File: config.mk
export PLATFORM = sky130hd
export DESIGN_NAME = uart_rx_fifo
export DESIGN_NICKNAME = d
export VERILOG_FILES = /design/src/rtl/uart_rx_fifo.sv
export SDC_FILE = /design/constraint.sdc
export NUM_CORES = 1
export LEC_CHECK = 0
export ABC_AREA = 1
export ABC_CLOCK_PERIOD_IN_PS = 3820
export CAP_MARGIN = 25
export CORE_ASPECT_RATIO = 0.9
export CORE_UTILIZATION = 45
export CTS_CLUSTER_DIAMETER = 50
export DETAILED_ROUTE_END_ITERATION = 12
export HOLD_SLACK_MARGIN = 0.1
export PLACE_DENSITY_LB_ADDON = 0.1
export SYNTH_ARGS = -nofsm -noshare
export SYNTH_HDL_FRONTEND = slang
export SYNTH_SLANG_ARGS = --single-unit
File: constraint.sdc
create_clock -name clk -period 3.82 [get_ports clk]
set_input_delay 0.764 -clock clk [delete_from_list [all_inputs] [get_ports clk]]
set_output_delay 0.764 -clock clk [all_outputs]
set_load 0.05 [all_outputs]
File: src/rtl/uart_rx_fifo.sv
// UART receiver with configurable frame format and a first-word-fall-through
// receive FIFO carrying per-word framing and parity error flags.
module uart_rx_fifo #(
  parameter int CLK_PER_BIT = 2604,
  parameter int DATA_BITS   = 8,
  parameter int PARITY      = 0,
  parameter int STOP_BITS   = 1,
  parameter int FIFO_DEPTH  = 4
) (
  input  logic                          clk,
  input  logic                          rst,
  input  logic                          RX,
  input  logic                          rd_en,
  input  logic                          clr_ovr,
  output logic [DATA_BITS-1:0]          rx_data,
  output logic                          frm_err,
  output logic                          par_err,
  output logic                          rdy,
  output logic                          overrun,
  output logic [$clog2(FIFO_DEPTH):0]   count
);

  localparam int CW = $clog2(CLK_PER_BIT);
  localparam int AW = $clog2(FIFO_DEPTH);
  localparam logic [CW-1:0] HALF = CW'(CLK_PER_BIT/2 - 1);
  localparam logic [CW-1:0] FULL = CW'(CLK_PER_BIT - 1);

  localparam logic [2:0] IDLE  = 3'd0;
  localparam logic [2:0] START = 3'd1;
  localparam logic [2:0] DATA  = 3'd2;
  localparam logic [2:0] PAR   = 3'd3;
  localparam logic [2:0] STOP  = 3'd4;

  typedef struct packed {
    logic [DATA_BITS-1:0] data;
    logic                 frm;
    logic                 par;
  } entry_t;

  logic [2:0]           sync;
  logic                 s2, fall;
  logic [2:0]           state;
  logic [CW-1:0]        baud;
  logic [3:0]           bit_cnt;
  logic                 stop_cnt;
  logic [DATA_BITS-1:0] shreg;
  logic                 ferr, perr;
  logic                 tick, last_stop, push;

  // Synchroniser as a shift register; idles high so reset cannot fake an edge.
  always_ff @(posedge clk) begin
    if (rst) sync <= 3'b111;
    else     sync <= {sync[1:0], RX};
  end

  assign s2        = sync[1];
  assign fall      = ~sync[1] & sync[2];
  assign tick      = (baud == '0);
  assign last_stop = (stop_cnt == 1'(STOP_BITS - 1));
  assign push      = (state == STOP) && tick && last_stop;

  always_ff @(posedge clk) begin
    if (rst) begin
      state    <= IDLE;
      baud     <= '0;
      bit_cnt  <= '0;
      stop_cnt <= 1'b0;
      shreg    <= '0;
      ferr     <= 1'b0;
      perr     <= 1'b0;
    end else begin
      case (state)
        IDLE: if (fall) begin
          baud  <= HALF;
          state <= START;
        end
        START: if (tick) begin
          if (s2) state <= IDLE;
          else begin
            baud    <= FULL;
            bit_cnt <= '0;
            state   <= DATA;
          end
        end else baud <= baud - 1'b1;
        DATA: if (tick) begin
          shreg   <= {s2, shreg[DATA_BITS-1:1]};
          baud    <= FULL;
          bit_cnt <= bit_cnt + 1'b1;
          if (bit_cnt == 4'(DATA_BITS - 1)) begin
            ferr     <= 1'b0;
            perr     <= 1'b0;
            stop_cnt <= 1'b0;
            state    <= (PARITY != 0) ? PAR : STOP;
          end
        end else baud <= baud - 1'b1;
        PAR: if (tick) begin
          perr  <= (PARITY == 2) ? ~(^shreg ^ s2) : (^shreg ^ s2);
          baud  <= FULL;
          state <= STOP;
        end else baud <= baud - 1'b1;
        STOP: if (tick) begin
          if (!s2) ferr <= 1'b1;
          // Back to IDLE mid stop bit so a following start edge is never missed.
          if (last_stop) state <= IDLE;
          else begin
            stop_cnt <= 1'b1;
            baud     <= FULL;
          end
        end else baud <= baud - 1'b1;
        default: state <= IDLE;
      endcase
    end
  end

  // Receive FIFO
  entry_t        mem [FIFO_DEPTH];
  entry_t        head, wr_entry;
  logic [AW-1:0] wr_ptr, rd_ptr;
  logic          full, empty, pop, wr, drop;

  assign full     = (count == (AW+1)'(FIFO_DEPTH));
  assign empty    = (count == '0);
  assign pop      = rd_en & ~empty;
  assign wr       = push & (~full | pop);
  assign drop     = push & full & ~pop;
  assign wr_entry = '{data: shreg, frm: ferr | ~s2, par: perr};

  always_ff @(posedge clk) begin
    if (wr) mem[wr_ptr] <= wr_entry;
  end

  always_ff @(posedge clk) begin
    if (rst) begin
      wr_ptr  <= '0;
      rd_ptr  <= '0;
      count   <= '0;
      overrun <= 1'b0;
    end else begin
      if (wr)  wr_ptr <= wr_ptr + 1'b1;
      if (pop) rd_ptr <= rd_ptr + 1'b1;
      case ({wr, pop})
        2'b10:   count <= count + 1'b1;
        2'b01:   count <= count - 1'b1;
        default: count <= count;
      endcase
      if (drop)         overrun <= 1'b1;
      else if (clr_ovr) overrun <= 1'b0;
    end
  end

  // Head is gated so unwritten storage never reaches the outputs.
  assign head    = mem[rd_ptr];
  assign rdy     = ~empty;
  assign rx_data = rdy ? head.data : '0;
  assign frm_err = rdy & head.frm;
  assign par_err = rdy & head.par;

endmodule
==> results.cfg <==
[status]
status = finished, final reports clean

[setup_path]
worstPathMaxFanout = 11
reg2reg_setup_slack_ns = 1.44
crit_type = register to output port
path_buf_inv = 2
slowest_delay_ns = 0.84
critPathTopFamily = buffers and inverters
cp_cell_sequence = clkinv_1 > nor2_1 > o21ai_0 > a21oi_1 > clkdlybuf4s50_1
start_kind = register
cp_data_arrival_time_ns = 2.57
critical_path.endpoint_type = output port
cp_slowest_cell = clkdlybuf4s50_1
worstPathRequired_ns = 3.06

[power]
peakVddDrop_mv = 0.243
leakagePower_nw = 1.83
powerDensity_nw_per_um2 = 553

[grt]
antenna_found_initial = 0
grt_first_pass_wirelength_um = 13300
grt_util_met2 = 0.276
grtUsageTotal = 0.189
met3_usage = 0.0464
grt_pass1_vias = 2705
grt.met1_usage = 0.277
grt_max_degree = 25
grt_remaining_overflow = 0
busiest_layer = met1

[placed_design]
dp_hpwl_um = 5760
dpl.cell_count = 599
gp_congestion = 0.887
portBuffers = 19

[cts]
cts_inserted_buffers = 9
h-tree-depth = 3
cts_sinks = 82
root_buffer = clkbuf_8
clk_latency_ns = 0.36
post_cts_buffers = 0
clockBufferDepth = 2
ctsHoldBuffers = 0
clkTransAtPathRegs_ns = 0.09
cts_resized = 0
cts_tree = built

[logic_synthesis]
netlist_instances = 469
syn_nets = 482
synth_ff_type = dfxtp_1
yosysWarnings = 0
synth.distinct_cells = 32
syn_area_sq_um = 3930
ys_ff_latch = 82
synth_seq_area_share = 0.520
synth-edff-count = 40
postSynthAreaPerCell_sq_um = 8.37
async_flop_share = 0

[route]
routed_via_density = 4.93
vias = 3032
dr.pass1.iters = 5
routed_wirelength_um = 8050
first_iter_violations = 148
post-route-drc-count = 0
ant_nets = 0
wl_per_cell_um = 13.1

[run]
maxCapViolations = 0

[sta]
hold_viol = 0
worst_pin_slew_ns = 0.820
min_period_over_period = 0.872
finalSetupViolations = 0
skew_ns = 0.0136
max_freq_mhz = 300
fin_crit_ns = 3.33
finalMaxSlewViolations = 0
slew_headroom = 0.451
rsz0062_at_grt = no
finalSetupTns_ns = 0
hold_slack_ns = 0.418

[die]
fp.dieW_um = 100
row_count = 31
dieHeight_um = 90.6
coreArea_sq_um = 8260
dieArea_sq_um = 9110
num_io_pins = 20
start_util = 0.475

[finish]
nNetsFinal = 508
syn2layout_area_growth_pct = 13.8
finalNonFillerCells = 615
drive_gt1_frac = 0.112
diodes = 0

[worst_hold_path]
hold_class = register to register
==> cell families after synthesis <==
kind of cell             Yosys count  share of synthesized area
buffers and inverters             60                     0.0583
XOR/XNOR                           6                     0.0134
AND/OR/NAND/NOR                  220                      0.261
AO/OA/AOI/OAI                     93                      0.120
flip-flops                        82                      0.520
adder cells (fa/ha/maj)            8                     0.0274
==> where the power goes <==
part	switching, mW	total [mW]	internal [mW]	leakage (nW)
clock network	0.347	0.662	0.315	0.107
logic	0.564	0.812	0.248	1.05
registers	0.0485	0.995	0.947	0.675
==> final timing paths <==
| path | start | to | cells past startpoint |
|---|---|---|---|
| setup / recovery | register | rx_data[1] | 5 |
| hold / removal | sync[0]$_SDFF_PP1_ | sync[1]$_SDFF_PP1_ | 1 |
| setup reg to reg | baud[0]$_SDFFE_PP0P_ | mem[0][4]$_DFFE_PP_ | 6 |
| hold reg to reg | sync[0]$_SDFF_PP1_ | sync[1]$_SDFF_PP1_ | 1 |
==> layer usage <==
metal | wire length [um] | part of all wire | vias to the layer above
met5 | 0 | 0 | -
met4 | 76 | 0.0094 | 0
met3 | 250 | 0.031 | 8
met2 | 3540 | 0.44 | 59
met1 | 4180 | 0.52 | 1376
li1 | - | - | 1589
==> sequential cells by signal, indices dropped and copies added, names as in the netlist, named ones only <==
signal   flops
state        3
overrun      1
baud        12
shreg        8
mem         40
sync         3
perr         1
rd_ptr       2
wr_ptr       2
bit_cnt      4
count        3
ferr         1
==> layout make-up <==
class	instances	area, sq um
Fill cell	766	3790
Sequential cell	82	2040
Multi-Input combinational cell	327	1660
Timing Repair Buffer	24	228
Inverter	51	194
Tap cell	115	144
Clock buffer	9	124
Clock inverter	7	81.3
==> Yosys cell counts, types with 3 or more instances <==
cell / number / area share
nor3_1: 3 / 0.0038
nand2_1: 78 / 0.075
nand4_1: 6 / 0.0096
xor2_1: 4 / 0.0089
nand2_4: 6 / 0.017
o21ai_0: 41 / 0.052
ha_1: 7 / 0.022
nand3_2: 5 / 0.013
nor2_2: 5 / 0.0080
inv_1: 43 / 0.041
nor2_1: 92 / 0.088
edfxtp_1: 40 / 0.31
a21oi_1: 44 / 0.056
nand2_2: 4 / 0.0064
inv_2: 5 / 0.0048
or2_2: 3 / 0.0048
dfxtp_1: 42 / 0.21
nand3_1: 13 / 0.017
o21ai_1: 5 / 0.0064
clkbuf_1: 7 / 0.0067
==> per-stage QoR <==
stage / instance area (sq um) / power (mW) / setup slack, ns / utilization
6_report: 4470 / 2.47 / 0.490 / 0.541
3_5_place_dp: 4260 / 1.83 / 0.826 / 0.516
3_3_place_gp: 4260 / 1.82 / 0.902 / 0.516
4_1_cts: 4470 / 2.49 / 0.421 / 0.541
5_1_grt: 4470 / 2.61 / 0.300 / 0.541
2_1_floorplan: 3930 / 1.60 / 0.694 / -
==> cells in the final DEF, fill, tap and decap left out <==
cell type and instances:
a21boi_0 1, a21oi_1 44, a31oi_1 1, buf_4 5, bufinv_16 1, clkbuf_8 9
clkdlybuf4s50_1 19, clkinv_1 2, clkinv_2 1, dfxtp_1 42, edfxtp_1 40, fa_1 1
ha_1 7, inv_1 43, inv_2 5, inv_4 1, inv_6 4, inv_8 1
nand2_1 78, nand2_2 4, nand2_4 6, nand3_1 13, nand3_2 5, nand4_1 6
nand4_2 1, nor2_1 92, nor2_2 5, nor2_4 2, nor2_8 2, nor3_1 3
o21ai_0 41, o21ai_1 5, o21ai_2 1, or2_2 3, xnor2_1 2, xor2_1 4
(Power assumes the default switching activity.)
